[config.mk]
export PLATFORM = sky130hd
export DESIGN_NAME = toggle_event_rx_flat
export DESIGN_NICKNAME = d
export VERILOG_FILES = /design/src/rtl/toggle_event_rx_if.sv /design/src/rtl/toggle_event_rx.sv /design/src/flat_wrapper.sv
export SDC_FILE = /design/constraint.sdc
export NUM_CORES = 1
export LEC_CHECK = 0
export CAP_MARGIN = 20
export CELL_PAD_IN_SITES_DETAIL_PLACEMENT = 0
export CELL_PAD_IN_SITES_GLOBAL_PLACEMENT = 2
export CORE_MARGIN = 4
export CORE_UTILIZATION = 28
export CTS_CLUSTER_SIZE = 16
export DETAILED_ROUTE_END_ITERATION = 16
export HOLD_SLACK_MARGIN = 0.15
export PLACE_DENSITY_LB_ADDON = 0.1
export RECOVER_POWER = 100
export SYNTH_ARGS = -nofsm -noshare
export SYNTH_HDL_FRONTEND = slang
export SYNTH_SLANG_ARGS = --single-unit
export TNS_END_PERCENT = 30
[constraint.sdc]
create_clock -name clk -period 1.9 [get_ports clk]
set_input_delay 0.475 -clock clk [delete_from_list [all_inputs] [get_ports clk]]
set_output_delay 0.475 -clock clk [all_outputs]
set_load 0.1 [all_outputs]
[src/rtl/toggle_event_rx_if.sv]
// Event drain port of toggle_event_rx: valid/ready handshake plus pending depth.
// Latency: n/a (wires only).
// Backpressure: consumer holds ev_ready low to leave events pending.
//
// Signals:
//   ev_valid  producer -> consumer  at least one event pending
//   ev_ready  consumer -> producer  accept one event when ev_valid=1
//   pend_cnt  producer -> consumer  number of pending events (PW bits)
interface toggle_event_rx_if #(
   parameter int PW = 3
);
   logic          ev_valid;
   logic          ev_ready;
   logic [PW-1:0] pend_cnt;

   modport master (
      output ev_valid,
      output pend_cnt,
      input  ev_ready
   );

   modport slave (
      input  ev_valid,
      input  pend_cnt,
      output ev_ready
   );
endinterface

[src/rtl/toggle_event_rx.sv]
// Receives a toggle-encoded event line, recovers one pulse per level change, queues pending events.
// Latency: t_in edge to ev_pulse is SYNC_STAGES+1 clk (SYNC_STAGES+2 with the glitch filter).
// Backpressure: ev_ready low lets events accumulate up to MAX_PEND; beyond that they drop and set overflow.
//
// Ports:
//   clk       rising-edge clock
//   reset     asynchronous active-low reset
//   t_in      toggle line from the sender, asynchronous to clk
//   ev_pulse  one-cycle pulse per detected toggle (registered)
//   ev_if     master side: ev_valid (decoded from state), ev_ready, pend_cnt
//   ev_total  free-running count of detected events, wraps at 2^CNT_W
//   overflow  sticky, set when an event arrives while FULL and not popped
//   ovf_clr   clears overflow next cycle (a simultaneous new overflow wins)
//   t_level   synchronised level of t_in
//
// Optional: define TOGGLE_RX_GLITCH_FILTER_EN to add one more sample stage after t_level
// and accept a change only when the last two samples agree; single-cycle glitches vanish.
module toggle_event_rx #(
   parameter int SYNC_STAGES = 2,
   parameter int MAX_PEND    = 7,
   parameter int PW          = 3,
   parameter int CNT_W       = 16
) (
   input  logic                   clk,
   input  logic                   reset,
   input  logic                   t_in,
   output logic                   ev_pulse,
   toggle_event_rx_if.master      ev_if,
   output logic [CNT_W-1:0]       ev_total,
   output logic                   overflow,
   input  logic                   ovf_clr,
   output logic                   t_level
);

`ifdef TOGGLE_RX_GLITCH_FILTER_EN
   localparam int PRIME_LEN = SYNC_STAGES + 2;
`else
   localparam int PRIME_LEN = SYNC_STAGES + 1;
`endif

   localparam logic [PW-1:0] MAXP = PW'(MAX_PEND);

   typedef enum logic [1:0] {
      ST_EMPTY = 2'd0,
      ST_PART  = 2'd1,
      ST_FULL  = 2'd2
   } state_t;

   // ------------------------------------------------------------------
   // Synchroniser chain; t_level is the last stage.
   // ------------------------------------------------------------------
   logic [SYNC_STAGES-1:0] sync_q;

   always_ff @(posedge clk or negedge reset) begin
      if (!reset) begin
         sync_q <= '0;
      end else begin
         sync_q <= {sync_q[SYNC_STAGES-2:0], t_in};
      end
   end

   assign t_level = sync_q[SYNC_STAGES-1];

   // ------------------------------------------------------------------
   // Prime counter: after reset the chain still holds zeros while the
   // real line level propagates in. prev just follows the line during
   // this window so a level held through reset is not taken as an event.
   // ------------------------------------------------------------------
   logic [2:0] prime_cnt;
   logic       prime_done;

   assign prime_done = (prime_cnt == 3'(PRIME_LEN));

   always_ff @(posedge clk or negedge reset) begin
      if (!reset) begin
         prime_cnt <= '0;
      end else if (!prime_done) begin
         prime_cnt <= prime_cnt + 3'd1;
      end
   end

   // ------------------------------------------------------------------
   // Edge detect.
   // ------------------------------------------------------------------
   logic prev_q;
   logic det;

`ifdef TOGGLE_RX_GLITCH_FILTER_EN
   logic filt_q;

   always_ff @(posedge clk or negedge reset) begin
      if (!reset) begin
         filt_q <= 1'b0;
      end else begin
         filt_q <= t_level;
      end
   end

   // Two agreeing samples that differ from the accepted level form an
   // event. prev only moves on acceptance, otherwise a glitch would be
   // tracked into prev and the return edge would look like a change.
   assign det = prime_done && (t_level == filt_q) && (filt_q != prev_q);

   always_ff @(posedge clk or negedge reset) begin
      if (!reset) begin
         prev_q <= 1'b0;
      end else if (!prime_done || det) begin
         prev_q <= filt_q;
      end
   end
`else
   assign det = prime_done && (t_level != prev_q);

   always_ff @(posedge clk or negedge reset) begin
      if (!reset) begin
         prev_q <= 1'b0;
      end else begin
         prev_q <= t_level;
      end
   end
`endif

   always_ff @(posedge clk or negedge reset) begin
      if (!reset) begin
         ev_pulse <= 1'b0;
      end else begin
         ev_pulse <= det;
      end
   end

   // ------------------------------------------------------------------
   // Event total, independent of pending saturation.
   // ------------------------------------------------------------------
   always_ff @(posedge clk or negedge reset) begin
      if (!reset) begin
         ev_total <= '0;
      end else if (det) begin
         ev_total <= ev_total + CNT_W'(1);
      end
   end

   // ------------------------------------------------------------------
   // Pending-event state machine.
   // ------------------------------------------------------------------
   state_t        state_q, state_nxt;
   logic [PW-1:0] pend_q, pend_nxt;
   logic          ovf_set;
   logic          pop;

   assign ev_if.ev_valid = (state_q != ST_EMPTY);
   assign ev_if.pend_cnt = pend_q;
   assign pop            = ev_if.ev_valid && ev_if.ev_ready;

   always_ff @(posedge clk or negedge reset) begin
      if (!reset) begin
         state_q <= ST_EMPTY;
         pend_q  <= '0;
      end else begin
         state_q <= state_nxt;
         pend_q  <= pend_nxt;
      end
   end

   always_comb begin
      state_nxt = state_q;
      pend_nxt  = pend_q;
      ovf_set   = 1'b0;
      unique case (state_q)
         ST_EMPTY: begin
            // pop cannot occur here: ev_valid is low, ev_ready is ignored
            if (det) begin
               pend_nxt  = pend_q + PW'(1);
               state_nxt = (pend_nxt == MAXP) ? ST_FULL : ST_PART;
            end
         end
         ST_PART: begin
            if (det && !pop) begin
               pend_nxt  = pend_q + PW'(1);
               state_nxt = (pend_nxt == MAXP) ? ST_FULL : ST_PART;
            end else if (pop && !det) begin
               pend_nxt  = pend_q - PW'(1);
               state_nxt = (pend_nxt == '0) ? ST_EMPTY : ST_PART;
            end
         end
         ST_FULL: begin
            // det with a simultaneous pop replaces the popped slot: no loss
            if (det && !pop) begin
               ovf_set = 1'b1;
            end else if (pop && !det) begin
               pend_nxt  = pend_q - PW'(1);
               state_nxt = (pend_nxt == '0) ? ST_EMPTY : ST_PART;
            end
         end
         default: begin
            state_nxt = ST_EMPTY;
            pend_nxt  = '0;
         end
      endcase
   end

   // ------------------------------------------------------------------
   // Sticky overflow; a new loss outranks a clear in the same cycle.
   // ------------------------------------------------------------------
   always_ff @(posedge clk or negedge reset) begin
      if (!reset) begin
         overflow <= 1'b0;
      end else if (ovf_set) begin
         overflow <= 1'b1;
      end else if (ovf_clr) begin
         overflow <= 1'b0;
      end
   end

endmodule

[src/flat_wrapper.sv]
// flat-port wrapper written by rule: the top's interface ports become plain ports
module toggle_event_rx_flat 
#(
   parameter int SYNC_STAGES = 2,
   parameter int MAX_PEND    = 7,
   parameter int PW          = 3,
   parameter int CNT_W       = 16
)
  (clk, reset, t_in, ev_pulse, ev_total, overflow, ovf_clr, t_level, ev_if_ev_valid, ev_if_pend_cnt, ev_if_ev_ready);
  toggle_event_rx_if #(.PW(PW)) ev_if_i ();
  input  logic clk;
  input  logic reset;
  input  logic t_in;
  output logic ev_pulse;
  output logic [CNT_W-1:0] ev_total;
  output logic overflow;
  input  logic ovf_clr;
  output logic t_level;
  output wire logic [$bits(ev_if_i.ev_valid)-1:0] ev_if_ev_valid;
  output wire logic [$bits(ev_if_i.pend_cnt)-1:0] ev_if_pend_cnt;
  input wire logic [$bits(ev_if_i.ev_ready)-1:0] ev_if_ev_ready;
  assign ev_if_ev_valid = ev_if_i.ev_valid;
  assign ev_if_pend_cnt = ev_if_i.pend_cnt;
  assign ev_if_i.ev_ready = ev_if_ev_ready;
  toggle_event_rx #(.SYNC_STAGES(SYNC_STAGES), .MAX_PEND(MAX_PEND), .PW(PW), .CNT_W(CNT_W)) u_core (.clk(clk), .reset(reset), .t_in(t_in), .ev_pulse(ev_pulse), .ev_if(ev_if_i), .ev_total(ev_total), .overflow(overflow), .ovf_clr(ovf_clr), .t_level(t_level));
endmodule
==> reports/qor.txt, run 1 <==
Result of the run -> finished clean
Io pins -> 28
CTS H-tree lvls -> 2
Max Cap Violations -> 0
Share of power burned in registers -> 27.2%
Data arrival time of the worst path -> 1.26 ns
Synth cell types -> 41
Number of gates resized after CTS -> 0
Total Nets Final -> 190
Die Span X -> 81.8 µm
Std cell rows -> 26
Skew final -> 0.00114 ns
Synthesized area per cell -> 10.7 µm²
Sw Pwr -> 1660 µW
Syn Inst Count -> 143
Final Total Pwr -> 3480 µW
Net Sw Frac -> 47.9%
Floorplan die height -> 81.8 µm
Post-CTS repair timing setup buffer count -> 0
Sequential Area -> 727 µm²
Number of diodes -> 0
Max Clk Rate -> 577 MHz
Number of global-route vias before repair -> 1181
Worst R2R Start -> u_core.ev_total[2]
Worst hold-check path type -> flip-flop to flip-flop
Clock sink total -> 29
Placer Congestion -> 0.775
Fraction of the yosys area taken by sequential cells -> 47.6%
Worst endpoint required time -> 1.42 ns
Fraction of registers with async set or reset after synthesis -> 100%
Xor and xnor area share after synthesis -> 11.4%
Fraction of the mapped netlist area in simple logic gates -> 19.0%
Clock share of power -> 18.8%
Insertion delay of the later-clocked pin in the worst-skew pair -> 0.27 ns
Drt first pass iters -> 4
Fraction of final layout cells sized beyond drive strength 1 -> 23.5%
Final Critical Period -> 1.73 ns
CTS tree -> done
Setup violations, final -> 0
Peak supply drop -> 1.30 mV
Count of pins over their slew limit -> 0
Global-route usage over all layers -> 11.4%
Share of synthesized area spent on multiplexers -> 1.40%
Buffer cell driving the clock tree root -> sky130_fd_sc_hd__clkbuf_8
Post-Syn Area -> 1520 µm²
Total half-perimeter wirelength after legalization and detailed placement -> 2430 µm
Detailed-route wire length per cell -> 13.5 µm
Global route total overflow -> 0
Internal power contribution -> 1810 µW
Routed vias -> 1188
Initial drt markers -> 54
Number of fill cells -> 520
Sum Neg Setup Slack -> 0 ns
Most frequently used flop master after synthesis -> sky130_fd_sc_hd__dfrtp_1
Maximum fanout along the worst path -> 2
Fraction of synthesized cell area taken by the top area cell type -> 47.6%
Leakage power summed over all cells -> 0.000887 µW
Total wirelength of the detailed-routed design -> 3360 µm
Area of combinational cells with multiple inputs -> 698 µm²
CTS Hold Buffers Added -> 0
Area of the die -> 6690 µm²
Net count after synthesis -> 155
Port-buffer cells -> 27
Number of buffers created by CTS -> 5
Ranking of synthesized cells by area -> sky130_fd_sc_hd__dfrtp_1 (48%), sky130_fd_sc_hd__xnor2_1 (7.5%), sky130_fd_sc_hd__ha_1 (5.7%)
Worst-case headroom to the max-slew limit -> 50.3%
Type of element capturing the critical path -> output port
Slowest cell on the critical path -> sky130_fd_sc_hd__dfrtp_1
Global-route wire length before repair -> 5730 µm
Relative area change from synthesis to final layout -> 31.2%
RSZ-0062 raised after global routing -> false
Critical path launch point -> u_core.state_q[1]
Startpoint types -> flip-flop
Area fraction in compound gates after synthesis -> 10.5%
Ordered cell list for the critical path -> or2_2 > clkbuf_4
Max Buffers Root-to-Sink -> 2
Worst Hold Margin -> 0.353 ns
Critical path start-end classification -> flip-flop to output port
Share of the core filled with cells -> 38.4%
Hold Vio Cnt, Final -> 0
CP peak stage delay -> 0.37 ns
Total of warnings raised by yosys -> 0
Number of antenna-violating nets in the routed design -> 0
Part of the total power dissipated in combinational logic -> 54.0%
Synth area leader -> sky130_fd_sc_hd__dfrtp_1
Post-synthesis adder-cell area fraction -> 5.75%
Number of remaining DRC errors -> 0
Core Region -> 5200 µm²
Initial Util -> 29.3%
Detailed-route vias per instance -> 4.77
Maximum number of pins on one net before global-route repair -> 30
Number of enable-type register cells in the synthesized netlist -> 0
Largest family of logic cells by synthesized area -> simple AND/OR/NAND/NOR gates
Hold path start -> u_core.sync_q[0]
Final worst-path cycle share -> 91.3%
Clock slew at reported path FFs -> 0.06 ns
Power density relative to cell area -> 1740 nW/µm²
Worst Tran Pin Value -> 0.746 ns
Initial antenna violation count -> 0
Flip-flop and latch count after synthesis -> 29
-- Yosys cell counts (3+ instances only) --
cell / instances
sky130_fd_sc_hd__a211o_1: 3
sky130_fd_sc_hd__a21oi_1: 4
sky130_fd_sc_hd__clkbuf_1: 3
sky130_fd_sc_hd__dfrtp_1: 29
sky130_fd_sc_hd__ha_1: 7
sky130_fd_sc_hd__inv_1: 5
sky130_fd_sc_hd__nand2_1: 15
sky130_fd_sc_hd__nand2b_1: 3
sky130_fd_sc_hd__nand3_1: 4
sky130_fd_sc_hd__nand4_1: 9
sky130_fd_sc_hd__nor2_1: 6
sky130_fd_sc_hd__o21ai_0: 4
sky130_fd_sc_hd__xnor2_1: 13
sky130_fd_sc_hd__xor2_1: 5
-- worst max-delay path, delay by kind of cell, from the launching register on --
family                 cells  cell delay [ns]
and+or+nand+nor            1             0.32
DFF                        1             0.37
buffers and inverters      1             0.29
-- sequential cells by signal (all words and copies together), names as in the netlist --
| signal | flops |
|---|---|
| u_core.ev_total | 16 |
| u_core.overflow | 1 |
| u_core.ev_pulse | 1 |
| u_core.state_q | 2 |
| u_core.ev_if.pend_cnt | 3 |
| u_core.sync_q | 2 |
| u_core.prev_q | 1 |
| u_core.prime_cnt | 3 |
-- kinds of logic (layout without fill, tap and decap cells) --
group                      count (synthesis)  count (layout)
and+or+nand+nor                           51              51
DFF                                       29              29
AOI/OAI and AO/OA                         23              23
xor gates and xnor gates                  19              19
buffers and inverters                     12              48
adders and majority gates                  7               7
muxes                                      2               2
-- per-stage QoR --
stage | instance area, µm² | worst slack, ns | std cells
after global placement | 2140 | 0.181 | 241
after CTS | 2250 | 0.211 | 249
final | 2000 | 0.166 | 249
after floorplan | 1540 | 0.0205 | 143
after detailed placement | 2140 | 0.150 | 241
after global routing | 2000 | 0.0776 | 249
-- cell usage in the layout, fill, tap and decap left out, drive strengths merged, types with 2 or more instances in the layout --
cell type | Yosys | routed
dfrtp | 29 | 29
clkbuf | 3 | 22
nand2 | 16 | 16
buf | 3 | 15
xnor2 | 13 | 13
nand4 | 10 | 10
ha | 7 | 7
nand3 | 6 | 6
nor2 | 6 | 6
xor2 | 6 | 6
inv | 5 | 5
a21oi | 4 | 4
o21ai | 4 | 4
nor3 | 4 | 4
nand2b | 3 | 3
a211o | 3 | 3
a31oi | 2 | 2
o211ai | 2 | 2
clkdlybuf4s50 | 0 | 2
dlygate4sd3 | 0 | 2
or2 | 2 | 2
-- final timing paths --
| check | end | slack [ns] | cells past startpoint |
|---|---|---|---|
| worst max-delay path | ev_if_ev_valid | 0.17 | 2 |
| worst min-delay path | u_core.sync_q[1] | 0.35 | 0 |
| worst max register to register | u_core.ev_total[13] | 0.20 | 5 |
| worst min register to register | u_core.sync_q[1] | 0.35 | 0 |
| max in group asynchronous | u_core.ev_if.pend_cnt[0] | 0.59 | 2 |
| min in group asynchronous | u_core.ev_pulse | 0.80 | 2 |
-- power by group through the flow --
| stage | Sequential, µW | Clock [µW] | Combinational [µW] |
|---|---|---|---|
| finish | 946 | 652 | 1880 |
| detailed placement | 988 | 0 | 2000 |
| floorplan | 1630 | 0 | 630 |
| CTS | 980 | 680 | 2000 |
| global placement | 988 | 0 | 1990 |
| global route | 975 | 708 | 1980 |
-- area by class of cell --
class	count	share of cell area, %
sequential	29	36.4
multi-input combinational	102	34.9
timing repair buffer	34	17.1
tap	70	4.38
clock buffer	7	4.32
clock inverter	1	1.50
inverter	6	1.38
-- layer usage --
| metal | global-route usage [%] | routed length [µm] | vias to the layer above |
|---|---|---|---|
| met3 | 3.29 | 137 | 6 |
| met2 | 17.4 | 1550 | 27 |
| met5 | 0 | 0 | - |
| li1 | - | - | 572 |
| met4 | 5.48 | 63 | 0 |
| met1 | 14.6 | 1600 | 583 |
(Power assumes the default switching activity.)
==> run 2, diff against run 1 <==
Settings changed: CORE_UTILIZATION 28 to 33, CTS_CLUSTER_SIZE 16 to 25.
==> reports/qor.txt, run 2 (synthesis gave the netlist of run 1 again) <==
Buffer cell driving the clock tree root -> sky130_fd_sc_hd__clkbuf_8
Power density relative to cell area -> 1700 nW/µm² (-2.3%)
CTS H-tree lvls -> 2 (unchanged)
Area of combinational cells with multiple inputs -> 711 µm² (+1.8%)
Maximum number of pins on one net before global-route repair -> 30 (unchanged)
Max reg flops -> 16 (unchanged)
Share of power burned in registers -> 28.4% (+1.2 points)
Slack of the worst reg-to-reg path -> 0.18 ns (-0.02 ns)
Most common cell after layout, fill and taps aside -> sky130_fd_sc_hd__dfrtp_1
Number of antenna-violating nets in the routed design -> 0 (unchanged)
Cell Count Post-Placement -> 223 (-7.5%)
Sw Pwr -> 1660 µW (-0.38%)
Number of remaining DRC errors -> 0 (unchanged)
Leakage power summed over all cells -> 0.000871 µW (-1.8%)
Hold Vio Cnt, Final -> 0 (unchanged)
Sum Neg Setup Slack -> 0 ns (unchanged)
Global-route wire length before repair -> 5800 µm (+1.3%)
Detailed-route vias per instance -> 5.04 (+5.6%)
RSZ-0062 raised after global routing -> false
Initial drt markers -> 66 (+22%)
Clock share of power -> 15.4% (-3.4 points)
Maximum fanout along the worst path -> 17 (+15)
Detailed-route wire length per cell -> 14.6 µm (+8.3%)
Register with the most flip-flops -> u_core.ev_total
Skew final -> 0.00388 ns (+0.00273 ns)
Insertion delay of the later-clocked pin in the worst-skew pair -> 0.28 ns (about the same)
Max Cap Violations -> 0 (unchanged)
Worst-case headroom to the max-slew limit -> 52.8% (+2.5 points)
Std cell rows -> 24 (-7.7%)
Worst hold-check path type -> flip-flop to flip-flop
Core Region -> 4410 µm² (-15%)
Number of buffers created by CTS -> 5 (unchanged)
Die Span X -> 76.0 µm (-7.1%)
Net Sw Frac -> 50.1% (+2.2 points)
Global route total overflow -> 0 (unchanged)
Number of fill cells -> 456 (-12%)
Routed vias -> 1164 (-2.0%)
Number of gates resized after CTS -> 0 (unchanged)
Total wirelength of the detailed-routed design -> 3370 µm (+0.48%)
Setup violations, final -> 0 (unchanged)
Drt first pass iters -> 4 (unchanged)
CTS Hold Buffers Added -> 0 (unchanged)
Final worst-path cycle share -> 90.4% (-0.87 points)
Fraction of final layout cells sized beyond drive strength 1 -> 25.1% (+1.7 points)
Number of diodes -> 0 (unchanged)
Placer Congestion -> 0.818 (+5.5%)
Type of element capturing the critical path -> flip-flop
Max Buffers Root-to-Sink -> 2 (unchanged)
Global-route usage over all layers -> 12.5% (+1.1 points)
Sequential Area -> 728 µm² (+0.17%)
Post-layout instance count excluding filler cells -> 231 (-7.2%)
Worst Tran Pin Value -> 0.708 ns (-0.0381 ns)
Peak supply drop -> 0.625 mV (-52%)
Startpoint types -> flip-flop
Data arrival time of the worst path -> 1.93 ns (+0.67 ns)
Count of pins over their slew limit -> 0 (unchanged)
Max Clk Rate -> 582 MHz (+0.96%)
Relative area change from synthesis to final layout -> 27.9%
Post-CTS repair timing setup buffer count -> 0 (unchanged)
Internal power contribution -> 1650 µW (-8.7%)
Number of global-route vias before repair -> 1171 (-0.85%)
Part of the total power dissipated in combinational logic -> 56.1% (+2.1 points)
Worst endpoint required time -> 2.11 ns (+0.69 ns)
Most frequent cells in the layout -> sky130_fd_sc_hd__dfrtp_1 (27), sky130_fd_sc_hd__nand2_1 (15), sky130_fd_sc_hd__clkbuf_2 (15)
Total half-perimeter wirelength after legalization and detailed placement -> 2450 µm (+0.90%)
Clock sink total -> 29 (unchanged)
Clock slew at reported path FFs -> 0.06 ns (about the same)
Worst Hold Margin -> 0.364 ns (+0.0116 ns)
Critical path start-end classification -> flip-flop to flip-flop
CTS tree -> done
Area of the die -> 5770 µm² (-14%)
Initial Util -> 34.5% (+5.2 points)
Port-buffer cells -> 27 (unchanged)
Final Critical Period -> 1.72 ns (-0.0165 ns)
Total Nets Final -> 190 (unchanged)
Io pins -> 28 (unchanged)
Initial antenna violation count -> 0 (unchanged)
Floorplan die height -> 76.0 µm (-7.1%)
Result of the run -> finished clean
[run 2: power groups by stage]
stage / Sequential, µW / Combinational (µW) / Clock [µW]
4_1_cts: 978 / 2000 / 533
6_report: 941 / 1860 / 511
5_1_grt: 969 / 1970 / 565
2_1_floorplan: 1630 / 630 / 0
3_5_place_dp: 986 / 2000 / 0
3_3_place_gp: 986 / 1990 / 0
[run 2: layer usage]
metal	track usage, %	vias to the layer above	share of wire (%)	wire, µm
met1	16.7	556	47	1570
li1	-	575	-	-
met3	4.62	5	6.2	208
met5	0	-	0	0
met2	18.1	28	46	1550
met4	5.34	0	1.1	38
[run 2: final cells by class]
type                    count  share of cell area, %
repair buffers             34                   16.8
clock buffers               8                   4.62
inverters                   6                   1.41
well taps                  52                   3.34
flip-flops and latches     29                   37.4
multi-input cells         102                   36.5
[run 2: through the flow]
stage / area [µm²] / setup slack [ns] / power [µW] / utilization [%]
finish: 1950 / 0.182 / 3310 / 44.2
global route: 1950 / 0.0545 / 3510 / 44.2
CTS: 2210 / 0.165 / 3520 / 50.0
detailed placement: 2120 / 0.131 / 2990 / 47.9
global placement: 2120 / 0.167 / 2970 / 47.9
floorplan: 1540 / 0.0205 / 2260 / -
[run 2: worst paths after layout]
path,start,endpoint,cells after the start
min reg2reg,u_core.sync_q[0],u_core.sync_q[1],0
max in group asynchronous,reset,u_core.ev_total[1],2
max reg2reg,u_core.prime_cnt[0],u_core.ev_if.pend_cnt[0],7
min,u_core.sync_q[0],u_core.sync_q[1],0
min in group asynchronous,reset,u_core.ev_if.pend_cnt[0],2
max,u_core.prime_cnt[0],u_core.ev_if.pend_cnt[0],7
[run 2: worst max-delay path: stages, from the launching register on]
cell and delay, ns:
sky130_fd_sc_hd__dfrtp_1 0.39, sky130_fd_sc_hd__ha_1 0.20, sky130_fd_sc_hd__ha_1 0.23, sky130_fd_sc_hd__nand2_2 0.11
sky130_fd_sc_hd__clkinv_4 0.13, sky130_fd_sc_hd__xnor2_1 0.18, sky130_fd_sc_hd__a31oi_1 0.21, sky130_fd_sc_hd__o311a_1 0.19
==> run 3, diff against run 2 <==
Settings changed: MAX_ROUTING_LAYER set to met4.
==> reports/qor.txt, run 3 (synthesis gave the netlist of run 1 again) <==
Number of gates resized after CTS -> 0 (unchanged)
Worst reg2reg endpoint -> u_core.ev_if.pend_cnt[0]
Final worst-path cycle share -> 90.4% (about the same)
Register with the most flip-flops -> u_core.ev_total
Fraction of final layout cells sized beyond drive strength 1 -> 25.1% (unchanged)
Leakage power summed over all cells -> 0.000871 µW (unchanged)
Io pins -> 28 (unchanged)
Most frequent cells in the layout -> sky130_fd_sc_hd__dfrtp_1 (27), sky130_fd_sc_hd__nand2_1 (15), sky130_fd_sc_hd__clkbuf_2 (15)
Kind of cell adding the most delay to the critical path -> adder cells
Setup violations, final -> 0 (unchanged)
Relative area change from synthesis to final layout -> 27.9% (unchanged)
Result of the run -> finished clean
CP peak stage delay -> 0.39 ns (about the same)
Clock slew at reported path FFs -> 0.06 ns (about the same)
Area of the die -> 5770 µm² (unchanged)
Maximum number of pins on one net before global-route repair -> 30 (unchanged)
Detailed-route vias per instance -> 5.04 (unchanged)
CTS tree -> done
Slowest cell on the critical path -> sky130_fd_sc_hd__dfrtp_1
Number of buffers created by CTS -> 5 (unchanged)
RSZ-0062 raised after global routing -> false
Detailed-route wire length per cell -> 14.6 µm (unchanged)
Initial Util -> 34.5% (unchanged)
Std cell rows -> 24 (unchanged)
Type of element capturing the critical path -> flip-flop
Global-route wire length before repair -> 5810 µm (+0.12%)
Data arrival time of the worst path -> 1.93 ns (about the same)
Number of remaining DRC errors -> 0 (unchanged)
Sum Neg Setup Slack -> 0 ns (unchanged)
CTS Hold Buffers Added -> 0 (unchanged)
Max Buffers Root-to-Sink -> 2 (unchanged)
Core Region -> 4410 µm² (unchanged)
Hold depth -> 0 (unchanged)
Worst R2R Start -> u_core.prime_cnt[0]
Power density relative to cell area -> 1700 nW/µm² (about the same)
Hold Vio Cnt, Final -> 0 (unchanged)
Crit path top cell by count -> sky130_fd_sc_hd__ha_1
Die Span X -> 76.0 µm (unchanged)
CTS H-tree lvls -> 2 (unchanged)
Global-route usage over all layers -> 12.9% (+0.35 points)
Placer Congestion -> 0.830 (+1.5%)
Number of antenna-violating nets in the routed design -> 0 (unchanged)
Worst hold-check path type -> flip-flop to flip-flop
Part of the total power dissipated in combinational logic -> 56.1% (about the same)
Count of pins over their slew limit -> 0 (unchanged)
Hold path start -> u_core.sync_q[0]
Final Critical Period -> 1.72 ns (-0.00000500 ns)
Hold-critical path endpoint -> u_core.sync_q[1]
Internal power contribution -> 1650 µW (unchanged)
Register-to-Register Path Depth -> 7 (unchanged)
Final Total Pwr -> 3310 µW (about the same)
Startpoint types -> flip-flop
Max Clk Rate -> 582 MHz (about the same)
Max Cap Violations -> 0 (unchanged)
Maximum fanout along the worst path -> 17 (unchanged)
Number of diodes -> 0 (unchanged)
Max reg flops -> 16 (unchanged)
Net Sw Frac -> 50.1% (about the same)
Initial antenna violation count -> 0 (unchanged)
Worst Tran Pin Value -> 0.708 ns (-0.0000232 ns)
Sw Pwr -> 1660 µW (about the same)
Share of the core filled with cells -> 44.2% (unchanged)
Critical path start-end classification -> flip-flop to flip-flop
Clock sink total -> 29 (unchanged)
Initial drt markers -> 88 (+33%)
Buffer cell driving the clock tree root -> sky130_fd_sc_hd__clkbuf_8
Worst endpoint required time -> 2.11 ns (about the same)
Most common cell after layout, fill and taps aside -> sky130_fd_sc_hd__dfrtp_1
Total half-perimeter wirelength after legalization and detailed placement -> 2450 µm (unchanged)
Skew final -> 0.00388 ns (+0.00000316 ns)
Peak supply drop -> 0.625 mV (about the same)
Ordered cell list for the critical path -> ha_1 > ha_1 > nand2_2 > clkinv_4 > xnor2_1 > a31oi_1 > o311a_1
Number of global-route vias before repair -> 1168 (-0.26%)
Share of power burned in registers -> 28.4% (about the same)
Total wirelength of the detailed-routed design -> 3370 µm (unchanged)
Port-buffer cells -> 27 (unchanged)
Post-CTS repair timing setup buffer count -> 0 (unchanged)
Slack of the worst reg-to-reg path -> 0.18 ns (about the same)
Routed vias -> 1164 (unchanged)
Total Nets Final -> 190 (unchanged)
Worst Path Buf+Inv -> 1 (unchanged)
Clock share of power -> 15.4% (about the same)
Global route total overflow -> 0 (unchanged)
Floorplan die height -> 76.0 µm (unchanged)
Drt first pass iters -> 4 (unchanged)
Worst-case headroom to the max-slew limit -> 52.8% (about the same)
Insertion delay of the later-clocked pin in the worst-skew pair -> 0.28 ns (about the same)
## run 3: metrics by stage
step | setup WS, ns | hold WS [ns] | cell area [µm²] | std cells
after global placement | 0.167 | 0.334 | 2120 | 223
final | 0.182 | 0.364 | 1950 | 231
after detailed placement | 0.131 | 0.350 | 2120 | 223
after global routing | 0.0545 | 0.380 | 1950 | 231
after floorplan | 0.0205 | 0.179 | 1540 | 143
after CTS | 0.165 | 0.373 | 2210 | 231
## run 3: how the worst max path moves through the flow
stage | start | end | slack [ns] | cells past startpoint
finish | u_core.prime_cnt[0] | u_core.ev_if.pend_cnt[0] | 0.18 | 7
global route | u_core.prime_cnt[0] | u_core.ev_if.pend_cnt[0] | 0.05 | 7
CTS | u_core.prime_cnt[0] | u_core.ev_if.pend_cnt[0] | 0.16 | 7
detailed placement | ev_if_ev_ready | u_core.ev_if.pend_cnt[1] | 0.13 | 5
global placement | ev_if_ev_ready | u_core.ev_if.pend_cnt[1] | 0.17 | 5
floorplan | u_core.ev_if.pend_cnt[0] | u_core.state_q[0] | 0.02 | 6
## run 3: metal layers
layer | share of wire, % | vias up | GRT usage [%] | wire, µm
met4 | 1.1 | 0 | 5.34 | 38
met5 | 0 | - | - | 0
met2 | 46 | 28 | 18.1 | 1550
li1 | - | 575 | - | -
met1 | 47 | 556 | 16.8 | 1590
met3 | 5.7 | 5 | 4.38 | 193
## run 3: power groups by stage
stage | Sequential (µW) | Clock (µW) | Combinational (µW)
after floorplan | 1630 | 0 | 630
after global placement | 986 | 0 | 1990
after detailed placement | 986 | 0 | 2000
after CTS | 978 | 533 | 2000
after global routing | 969 | 565 | 1970
final | 941 | 512 | 1860
## run 3: layout make-up
| cell class | count | area [µm²] |
|---|---|---|
| fill | 456 | 2460 |
| sequential | 29 | 728 |
| multi-input combinational | 102 | 711 |
| timing repair buffer | 34 | 328 |
| clock buffer | 8 | 90.1 |
| tap | 52 | 65.1 |
| inverter | 6 | 27.5 |
## run 3: worst register-to-register path: cells and delay by family (launching register included)
| family | cells | cell delay (ns) |
|---|---|---|
| AO/OA/AOI/OAI | 2 | 0.40 |
| buffers and inverters | 1 | 0.13 |
| flip-flops | 1 | 0.39 |
| adder cells (fa/ha/maj) | 2 | 0.43 |
| XOR/XNOR | 1 | 0.19 |
| AND/OR/NAND/NOR | 1 | 0.11 |
